[src/rtl/mux_pkg.sv]
`default_nettype none
// ============================================================================
// Module      : mux_pkg
// Description : Shared types and index helper for the streaming channel mux.
// Revision    : 1.0
// ============================================================================
package mux_pkg;

    typedef enum logic [1:0] {
        MODE_DIRECT = 2'b00,
        MODE_SCAN   = 2'b01,
        MODE_RR     = 2'b10,
        MODE_RSVD   = 2'b11
    } mode_t;

    // Wide enough for any channel index of a 64-channel mux plus the count itself
    localparam int IDXW = 7;
    typedef logic [IDXW-1:0] idx_t;

    // Modulo-n increment with an explicit wrap, valid for non-power-of-2 n
    function automatic idx_t next_idx(input idx_t idx, input idx_t n);
        return (idx == n - idx_t'(1)) ? '0 : idx + idx_t'(1);
    endfunction

endpackage
`default_nettype wire

[src/rtl/mux_stream_n_if.sv]
`default_nettype none
// ============================================================================
// Module      : mux_stream_n_if
// Description : Input channel bundle and output stream of the channel mux.
// Revision    : 1.0
// ============================================================================
interface mux_stream_n_if #(
    parameter int N    = 8,
    parameter int W    = 8,
    parameter int SELW = $clog2(N)
);
    logic [N*W-1:0]  in_data;
    logic [N-1:0]    in_valid;
    logic [N-1:0]    in_ready;
    logic [W-1:0]    out_data;
    logic [SELW-1:0] out_ch;
    logic            out_valid;
    logic            out_ready;

    // master: producers plus consumer; slave: the mux itself
    modport master (
        output in_data, in_valid, out_ready,
        input  in_ready, out_data, out_ch, out_valid
    );

    modport slave (
        input  in_data, in_valid, out_ready,
        output in_ready, out_data, out_ch, out_valid
    );
endinterface
`default_nettype wire

[src/rtl/mux_stream_n_rr_arbiter.sv]
`default_nettype none
// ============================================================================
// Module      : rr_arbiter
// Description : Combinational rotate-priority arbiter, search starts at ptr.
// Revision    : 1.0
// ============================================================================
module rr_arbiter
    import mux_pkg::*;
#(
    parameter int N    = 8,
    parameter int SELW = $clog2(N)
) (
    input  logic [N-1:0]    req,
    input  logic [SELW-1:0] ptr,
    output logic            gnt_vld,
    output logic [SELW-1:0] gnt_idx
);

    always_comb begin
        idx_t idx;
        gnt_vld = 1'b0;
        gnt_idx = '0;
        idx     = idx_t'(ptr);
        for (int k = 0; k < N; k++) begin
            if (!gnt_vld && req[idx[SELW-1:0]]) begin
                gnt_vld = 1'b1;
                gnt_idx = idx[SELW-1:0];
            end
            idx = next_idx(idx, idx_t'(N));
        end
    end

endmodule
`default_nettype wire

[src/rtl/mux_stream_n.sv]
`default_nettype none
// ============================================================================
// Module      : mux_stream_n
// Description : N-channel registered stream mux with direct, scan and RR modes.
// Revision    : 1.0
// ============================================================================
module mux_stream_n
    import mux_pkg::*;
#(
    parameter int N    = 8,
    parameter int W    = 8,
    parameter int SELW = $clog2(N)   // derived; leave at default
) (
    input  logic               clk,
    input  logic               rst_n,
    mux_stream_n_if.slave      bus,
    input  mode_t              mode,
    input  logic [SELW-1:0]    sel,
    output logic               sel_err
);

    logic            open;
    logic [SELW-1:0] ptr;
    logic            sel_oob;
    logic            direct_hit;
    logic            scan_hit;
    logic            rr_vld;
    logic [SELW-1:0] rr_idx;
    logic            gnt_vld;
    logic [SELW-1:0] gnt_idx;
    logic [W-1:0]    gnt_data;
    logic            is_direct;

    assign open      = !bus.out_valid || bus.out_ready;
    assign sel_oob   = {1'b0, sel} >= (SELW+1)'(N);
    assign is_direct = (mode == MODE_DIRECT) || (mode == MODE_RSVD);

    // Channel lookups by loop compare so an out-of-range sel never indexes past N
    always_comb begin
        direct_hit = 1'b0;
        scan_hit   = 1'b0;
        for (int i = 0; i < N; i++) begin
            if (sel == SELW'(i) && bus.in_valid[i]) direct_hit = 1'b1;
            if (ptr == SELW'(i) && bus.in_valid[i]) scan_hit   = 1'b1;
        end
    end

    rr_arbiter #(.N(N), .SELW(SELW)) u_rr (
        .req     (bus.in_valid),
        .ptr     (ptr),
        .gnt_vld (rr_vld),
        .gnt_idx (rr_idx)
    );

    always_comb begin
        gnt_vld = 1'b0;
        gnt_idx = '0;
        case (mode)
            MODE_SCAN: begin
                gnt_vld = scan_hit;
                gnt_idx = ptr;
            end
            MODE_RR: begin
                gnt_vld = rr_vld;
                gnt_idx = rr_idx;
            end
            default: begin
                gnt_vld = direct_hit && !sel_oob;
                gnt_idx = sel;
            end
        endcase
    end

    always_comb begin
        bus.in_ready = '0;
        gnt_data     = '0;
        for (int i = 0; i < N; i++) begin
            if (gnt_idx == SELW'(i)) begin
                bus.in_ready[i] = open && gnt_vld;
                gnt_data        = bus.in_data[i*W +: W];
            end
        end
    end

    always_ff @(posedge clk or negedge rst_n) begin
        if (!rst_n) begin
            bus.out_data  <= '0;
            bus.out_ch    <= '0;
            bus.out_valid <= 1'b0;
            sel_err       <= 1'b0;
            ptr           <= '0;
        end else begin
            sel_err <= open && is_direct && sel_oob;
            if (open) begin
                // With the slot open an empty cycle simply drains the register
                bus.out_valid <= gnt_vld;
                if (gnt_vld) begin
                    bus.out_data <= gnt_data;
                    bus.out_ch   <= gnt_idx;
                end
                if (mode == MODE_SCAN) begin
                    ptr <= SELW'(next_idx(idx_t'(ptr), idx_t'(N)));
                end else if (mode == MODE_RR && gnt_vld) begin
                    ptr <= SELW'(next_idx(idx_t'(gnt_idx), idx_t'(N)));
                end
            end
        end
    end

endmodule
`default_nettype wire

[src/flat_wrapper.sv]
// flat-port wrapper written by rule: the top's interface ports become plain ports
module mux_stream_n_flat import mux_pkg::*;
#(
    parameter int N    = 8,
    parameter int W    = 8,
    parameter int SELW = $clog2(N)                               
)
  (clk, rst_n, mode, sel, sel_err, bus_in_data, bus_in_valid, bus_out_ready, bus_in_ready, bus_out_data, bus_out_ch, bus_out_valid);
  mux_stream_n_if #(.N(N), .W(W), .SELW(SELW)) bus_i ();
  input  logic clk;
  input  logic rst_n;
  input  mode_t mode;
  input  logic [SELW-1:0] sel;
  output logic sel_err;
  input wire logic [$bits(bus_i.in_data)-1:0] bus_in_data;
  input wire logic [$bits(bus_i.in_valid)-1:0] bus_in_valid;
  input wire logic [$bits(bus_i.out_ready)-1:0] bus_out_ready;
  output wire logic [$bits(bus_i.in_ready)-1:0] bus_in_ready;
  output wire logic [$bits(bus_i.out_data)-1:0] bus_out_data;
  output wire logic [$bits(bus_i.out_ch)-1:0] bus_out_ch;
  output wire logic [$bits(bus_i.out_valid)-1:0] bus_out_valid;
  assign bus_i.in_data = bus_in_data;
  assign bus_i.in_valid = bus_in_valid;
  assign bus_i.out_ready = bus_out_ready;
  assign bus_in_ready = bus_i.in_ready;
  assign bus_out_data = bus_i.out_data;
  assign bus_out_ch = bus_i.out_ch;
  assign bus_out_valid = bus_i.out_valid;
  mux_stream_n #(.N(N), .W(W), .SELW(SELW)) u_core (.clk(clk), .rst_n(rst_n), .bus(bus_i), .mode(mode), .sel(sel), .sel_err(sel_err));
endmodule
[config.mk]
export PLATFORM = sky130hd
export DESIGN_NAME = mux_stream_n_flat
export DESIGN_NICKNAME = d
export VERILOG_FILES = /design/src/rtl/mux_pkg.sv /design/src/rtl/mux_stream_n_if.sv /design/src/rtl/mux_stream_n_rr_arbiter.sv /design/src/rtl/mux_stream_n.sv /design/src/flat_wrapper.sv
export SDC_FILE = /design/constraint.sdc
export NUM_CORES = 1
export LEC_CHECK = 0
export BUFFER_PORTS_ARGS = -buffer_cell sky130_fd_sc_hd__clkbuf_2
export CAP_MARGIN = 40
export CORE_AREA = 2 2 87 89
export DETAILED_ROUTE_END_ITERATION = 7
export DIE_AREA = 0 0 89 91
export GPL_TIMING_DRIVEN = 0
export PLACE_DENSITY = 0.66
export SLEW_MARGIN = 20
export SYNTH_ARGS = -nofsm -noshare
export SYNTH_HDL_FRONTEND = slang
export SYNTH_SLANG_ARGS = --single-unit
[constraint.sdc]
create_clock -name clk -period 7.3 [get_ports clk]
set_clock_uncertainty 0.2 [all_clocks]
set_input_delay 1.46 -clock clk [delete_from_list [all_inputs] [get_ports clk]]
set_output_delay 1.46 -clock clk [all_outputs]
set_load 0.1 [all_outputs]
=== Word level (Yosys, flattened, before mapping) ===
Index checks and enable logic that the tools add are counted.

* Add/sub/neg operators: 8
* Magnitude comparators: 8
* Equal/unequal tests: 29
* Mux-type cells: 76
* Reductions and logical operators: 40

{| class="wikitable"
|+ Operators by type and width
! operator !! number
|-
| $mux W8 || 8
|-
| $eq A7 B3 Y1 const B || 6
|-
| $mux W7 || 6
|-
| $mux W1 || 40
|-
| $eq A3 B3 Y1 const B || 12
|-
| $mux W3 || 12
|-
| $add A7 B1 Y7 const B || 5
|-
| $lt A3 B4 Y1 const B || 8
|-
| $logic_and A1 B1 Y1 || 25
|-
| $bmux W1 S3 || 8
|-
| $eq A3 B2 Y1 const B || 6
|-
| $eq A3 B1 Y1 const B || 3
|-
| $logic_not A3 Y1 || 3
|-
| $logic_not A1 Y1 || 8
|-
| $add A3 B1 Y3 const B || 2
|-
| $pmux W3 S2 || 1
|-
| $add A3 B1 Y4 const B || 1
|-
| $reduce_and A2 Y1 || 2
|-
| $eq A2 B1 Y1 const B || 1
|-
| $eq A2 B2 Y1 const B || 1
|-
| $pmux W1 S2 || 1
|-
| $reduce_bool A2 Y1 || 1
|-
| $logic_or A1 B1 Y1 || 1
|}

* Bits in registers: 15
* Output and inout bits: 21
* Logic and storage cells: 165

=== Depth between registers and ports, before layout ===
* Word-level depth: 34
* Mapped depth: 21
* Depth with buffers taken out: 16

=== Hierarchy ===
A second synthesis with hierarchy kept.

* Cell total of the unflattened synthesis: 325
* Area total of the unflattened synthesis: 2821.5 um^2

{| class="wikitable"
|+ Modules (own cells, without submodules)
! module !! times used !! cells an instance !! area each (um^2) !! seq. area each (um^2)
|-
| mux_stream_n || 1 || 226 || 1830.5 || 375.4
|-
| rr_arbiter || 1 || 99 || 991.0 || 0.0
|}

=== Least setup slack after synthesis ===
OpenSTA, ideal clock, no wires.

* Path type: input -> output
* Start: input bus_in_valid[0]
* End: output bus_in_ready[4]
* Arrival: 5.414 ns
* Data required time: 5.640 ns
* Setup slack: 0.226 ns
* Stages: 9
* Path buffers: 2
* Cell sequence: mux2i_1 mux4_2 nor4bb_4 nand2_1 o211a_1 o31a_1 buf_2 buf_2 nor3_1

* Cells in the longest elaborated chain, start to end: 27
* Elaborated cells between the ends (all ways): 69
* Classes of those cells: 1 x eq/ne; 51 x mux; 17 x reduce/logical

{| class="wikitable"
|+ Ends and longest elaborated chain
! element !! line !! source
|-
| from (decl) || flat_wrapper.sv:16 || <nowiki>input wire logic [$bits(bus_i.in_valid)-1:0] bus_in_valid;</nowiki>
|-
| $bmux W1 S3 || mux_stream_n_rr_arbiter.sv:25 || <nowiki>if (!gnt_vld && req[idx[SELW-1:0]]) begin</nowiki>
|-
| $mux W1 (not written as such) || mux_stream_n_rr_arbiter.sv:25 ||
|-
| $mux W1 || mux_stream_n_rr_arbiter.sv:25 ||
|-
| $logic_not A1 Y1 || mux_stream_n_rr_arbiter.sv:25 ||
|-
| $logic_and A1 B1 Y1 || mux_stream_n_rr_arbiter.sv:25 ||
|-
| $mux W1 || mux_stream_n_rr_arbiter.sv:25 ||
|-
| $logic_not A1 Y1 || mux_stream_n_rr_arbiter.sv:25 ||
|-
| $logic_and A1 B1 Y1 || mux_stream_n_rr_arbiter.sv:25 ||
|-
| [... 11 more ...] || n/a ||
|-
| $logic_and A1 B1 Y1 || mux_stream_n_rr_arbiter.sv:25 ||
|-
| $mux W1 || mux_stream_n_rr_arbiter.sv:25 ||
|-
| $logic_not A1 Y1 || mux_stream_n_rr_arbiter.sv:25 ||
|-
| $logic_and A1 B1 Y1 || mux_stream_n_rr_arbiter.sv:25 ||
|-
| $mux W3 or $mux W1 (tied branches) || mux_stream_n_rr_arbiter.sv:25 ||
|-
| $pmux W3 S2 or $pmux W1 S2 (tied branches) || mux_stream_n.sv:58 || <nowiki>case (mode)</nowiki>
|-
| $eq A3 B3 Y1 or $logic_and A1 B1 Y1 (tied branches) || mux_stream_n.sv:78, mux_stream_n.sv:79 ||
|-
| $mux W1 (*) || mux_stream_n.sv:78 || <nowiki>if (gnt_idx == SELW'(i)) begin</nowiki>
|-
| to (decl) || flat_wrapper.sv:18 || <nowiki>output wire logic [$bits(bus_i.in_ready)-1:0] bus_in_ready;</nowiki>
|}

Every way passes the cells marked *; elsewhere a longest branch is shown, timed or not. The select of a mux whose other input is x is not followed.

=== Worst setup path in the final report ===
* Start: register u_core.ptr[0]
* End: output bus_in_ready[2]

* Cells in the longest elaborated chain, start to end: 27
* Elaborated cells between the ends (all ways): 95
* Classes of those cells: 7 x add/sub; 14 x eq/ne; 50 x mux; 24 x reduce/logical

{| class="wikitable"
|+ Ends and longest elaborated chain
! element !! line !! source
|-
| from (decl) || mux_stream_n.sv:23 || <nowiki>logic [SELW-1:0] ptr;</nowiki>
|-
| from (signal assigned) || mux_stream_n.sv:102 || <nowiki>ptr <= SELW'(next_idx(idx_t'(ptr), idx_t'(N)));</nowiki>
|-
| from (signal assigned) || mux_stream_n.sv:104 || <nowiki>ptr <= SELW'(next_idx(idx_t'(gnt_idx), idx_t'(N)));</nowiki>
|-
| branches (longest 23 deep; another with $add A7 B1 Y7) || n/a ||
|-
| $mux W3 (*) || mux_stream_n_rr_arbiter.sv:25 ||
|-
| $pmux W3 S2 (*) || mux_stream_n.sv:58 ||
|-
| named net u_core.gnt_idx[1] || mux_stream_n.sv:30 || <nowiki>logic [SELW-1:0] gnt_idx;</nowiki>
|-
| $eq A3 B2 Y1 (*) || mux_stream_n.sv:78 ||
|-
| $mux W1 (*) || mux_stream_n.sv:78 ||
|}

Mark *: on every way through the listed nets, which the timed path passes. The select of a mux whose other input is x is not followed.

==> flow_summary.json <==
{
  "die_x_um": 89,
  "rsz0062_at_grt": "false",
  "clk_latency_ns": 0.26,
  "clock_path_buffers": 2,
  "post-route-period-util": 0.964,
  "drive_gt1_frac": 0.339,
  "io_pins": 101,
  "area_delta_synth_final_pct": 24.3,
  "start_kind": "register",
  "synth_edf_count": 0,
  "vias_per_cell": 5.95,
  "final_cell_mix": "clkbuf_2, nand2_1, mux2i_1, nor2_1, o31ai_1",
  "grtUsageTotal": 0.228,
  "fmaxAchievable_ghz": 0.142,
  "place_congestion": 0.901,
  "synth_flop_cell": "dfrtp_1",
  "routedWlPerCell_um": 18.2,
  "ys_async_sr_fraction": 1.00,
  "cp_max_fo": 10,
  "met1_usage": 0.328,
  "power.density_nw_per_um2": 602,
  "dieArea_um2": 8100,
  "ant_nets": 0,
  "holdPathStages": 1,
  "total_power_mw": 2.10,
  "syn_nets": 432,
  "io_buffer_count": 99,
  "start_util": 0.392,
  "relSlewSlack": 0.523,
  "antenna_cells": 0,
  "fillers": 743,
  "grt_pass1_wl_mm": 14.8,
  "synth_seq_cells": 15,
  "htree_levels": 1,
  "placementRows": 31,
  "use_met3": 0.0200,
  "overflow": 0,
  "cts.sinks": 15,
  "vias": 3205,
  "peakVddDrop_uv": 485,
  "post_synth_inst_count": 337,
  "preCtsSetupSlack_ns": 0.0980,
  "status": "finished, final reports clean",
  "synth_cell_type_count": 67,
  "antenna_found_initial": 0,
  "syn_area_per_cell_um2": 8.31,
  "syn_area_um2": 2800,
  "drv_cap": 0,
  "yosysSeqAreaShare": 0.134,
  "worstSetupPathType": "reg2out",
  "hold_violations": 0,
  "dieHeight_um": 91,
  "arrival_ns": 5.37,
  "routed_wl_mm": 9.79,
  "cts_inserted_buffers": 3,
  "setup_slack_ns": 0.266,
  "fin_crit_ns": 7.03,
  "clk_pin_slew_worst_paths_ns": 0.07,
  "grt_max_degree": 16,
  "ys_warn_count": 0,
  "grt_pass1_vias": 2826,
  "final_net_count": 536,
  "p_leak_nw": 1.65,
  "clock-root-buffer": "clkbuf_8",
  "placeableCoreArea_um2": 7140,
  "r2r_cells": 20,
  "min_path_type": "reg2reg",
  "grt_use_met2": 0.363,
  "crit_required_ns": 5.64,
  "cp-end-kind": "primary output",
  "fin_tns_setup_ns": 0,
  "final_common_cell": "clkbuf_2",
  "hpwl_mm": 7.58,
  "drv_slew": 0,
  "drtPass1Iterations": 5,
  "tightestPinTransition_ns": 0.715,
  "tritoncts": "done",
  "drt-initial-drc-count": 253,
  "setup_viol": 0,
  "drc": 0,
  "grt-busiest-layer": "met2"
}
cell families after synthesis:
kind of cell | Yosys count | synth area share
fa+ha+maj | 15 | 0.0670
mux | 42 | 0.193
simple gates | 108 | 0.198
compound gates | 113 | 0.318
buf+inv | 39 | 0.0684
other cells | 1 | 0.00134
flops | 15 | 0.134
xor+xnor | 4 | 0.0206
critical path, cell delays in order (launching register included):
cell and delay, ns:
dfrtp_1 0.49, buf_2 0.30, inv_1 0.15, ha_1 0.32, buf_6 0.14, buf_6 0.16
mux2_1 0.40, mux4_2 0.57, o31ai_1 0.34, a32oi_1 0.20, o21ai_4 0.33, ha_1 0.31
clkbuf_2 0.30, clkbuf_1 0.43, and2_1 0.20, clkbuf_2 0.45
per-stage QoR:
step	cells	util	instance area [um2]	hold WS, ns
after floorplan	337	-	2800	0.426
final	539	0.488	3480	0.282
after global routing	539	0.488	3480	0.321
after CTS	539	0.486	3470	0.282
after global placement	535	0.479	3420	0.262
after detailed placement	535	0.479	3420	0.268
layer usage:
metal | share of wire | routed length [um] | vias to the layer above
met1 | 0.43 | 4230 | 1489
li1 | - | - | 1513
met3 | 0.083 | 811 | 26
met4 | 0.021 | 201 | 0
met5 | 0 | 0 | -
met2 | 0.46 | 4550 | 177
synth_stat cells, types with 3 or more instances:
cell type | instances | area share
nor3_1 | 20 | 0.036
a211oi_1 | 8 | 0.021
nand2_1 | 36 | 0.048
o41ai_2 | 7 | 0.041
clkbuf_1 | 11 | 0.015
a221o_1 | 3 | 0.011
mux2i_1 | 25 | 0.089
o21ai_0 | 12 | 0.021
buf_6 | 4 | 0.016
dfrtp_1 | 15 | 0.13
mux4_2 | 7 | 0.056
inv_1 | 13 | 0.017
o31ai_1 | 21 | 0.056
mux2_1 | 4 | 0.016
o22ai_1 | 4 | 0.0089
a211o_1 | 5 | 0.016
and2_1 | 4 | 0.0089
or2_2 | 3 | 0.0067
or3_1 | 3 | 0.0067
nor2b_1 | 3 | 0.0067
ha_1 | 15 | 0.067
buf_2 | 4 | 0.0071
a21oi_1 | 11 | 0.020
nor2_1 | 24 | 0.032
mux2_2 | 4 | 0.016
a22oi_1 | 16 | 0.043
power by group:
group | switching, mW | internal (mW)
Combinational | 1.18 | 0.686
Clock | 0.0346 | 0.0389
Sequential | 0.0339 | 0.121
layout make-up:
class,instances,area [um2],share of cell area
multi-input combinational,283,2240,0.644
sequential,15,375,0.108
buffer,23,133,0.0381
tap,99,124,0.0356
inverter,16,62.6,0.0180
timing repair buffer,99,498,0.143
clock buffer,4,45.0,0.0129
worst paths after layout:
check | startpoint | endpoint | slack (ns)
worst max-delay path | u_core.ptr[0] | bus_in_ready[2] | 0.27
worst min-delay path | u_core.bus.out_ch[2] | u_core.bus.out_ch[2] | 0.28
worst max register to register | u_core.ptr[0] | u_core.bus.out_data[0] | 1.61
worst min register to register | u_core.bus.out_ch[2] | u_core.bus.out_ch[2] | 0.28
max in group asynchronous | rst_n | u_core.bus.out_ch[0] | 5.69
min in group asynchronous | rst_n | u_core.bus.out_data[0] | 0.92
sequential cells by signal (all words and copies together) (netlist names):
name / cells
u_core.bus.out_data: 8
u_core.ptr: 3
u_core.bus.out_valid: 1
u_core.bus.out_ch: 3
timing repair:
item                                    4_1_cts  5_1_grt
endpoints found under the setup margin        1        4
setup buffers                                 0        0
hold buffers                                  0        0
pin swaps                                     0        0
gates resized for setup                       1        8
(Power assumes the default switching activity.)
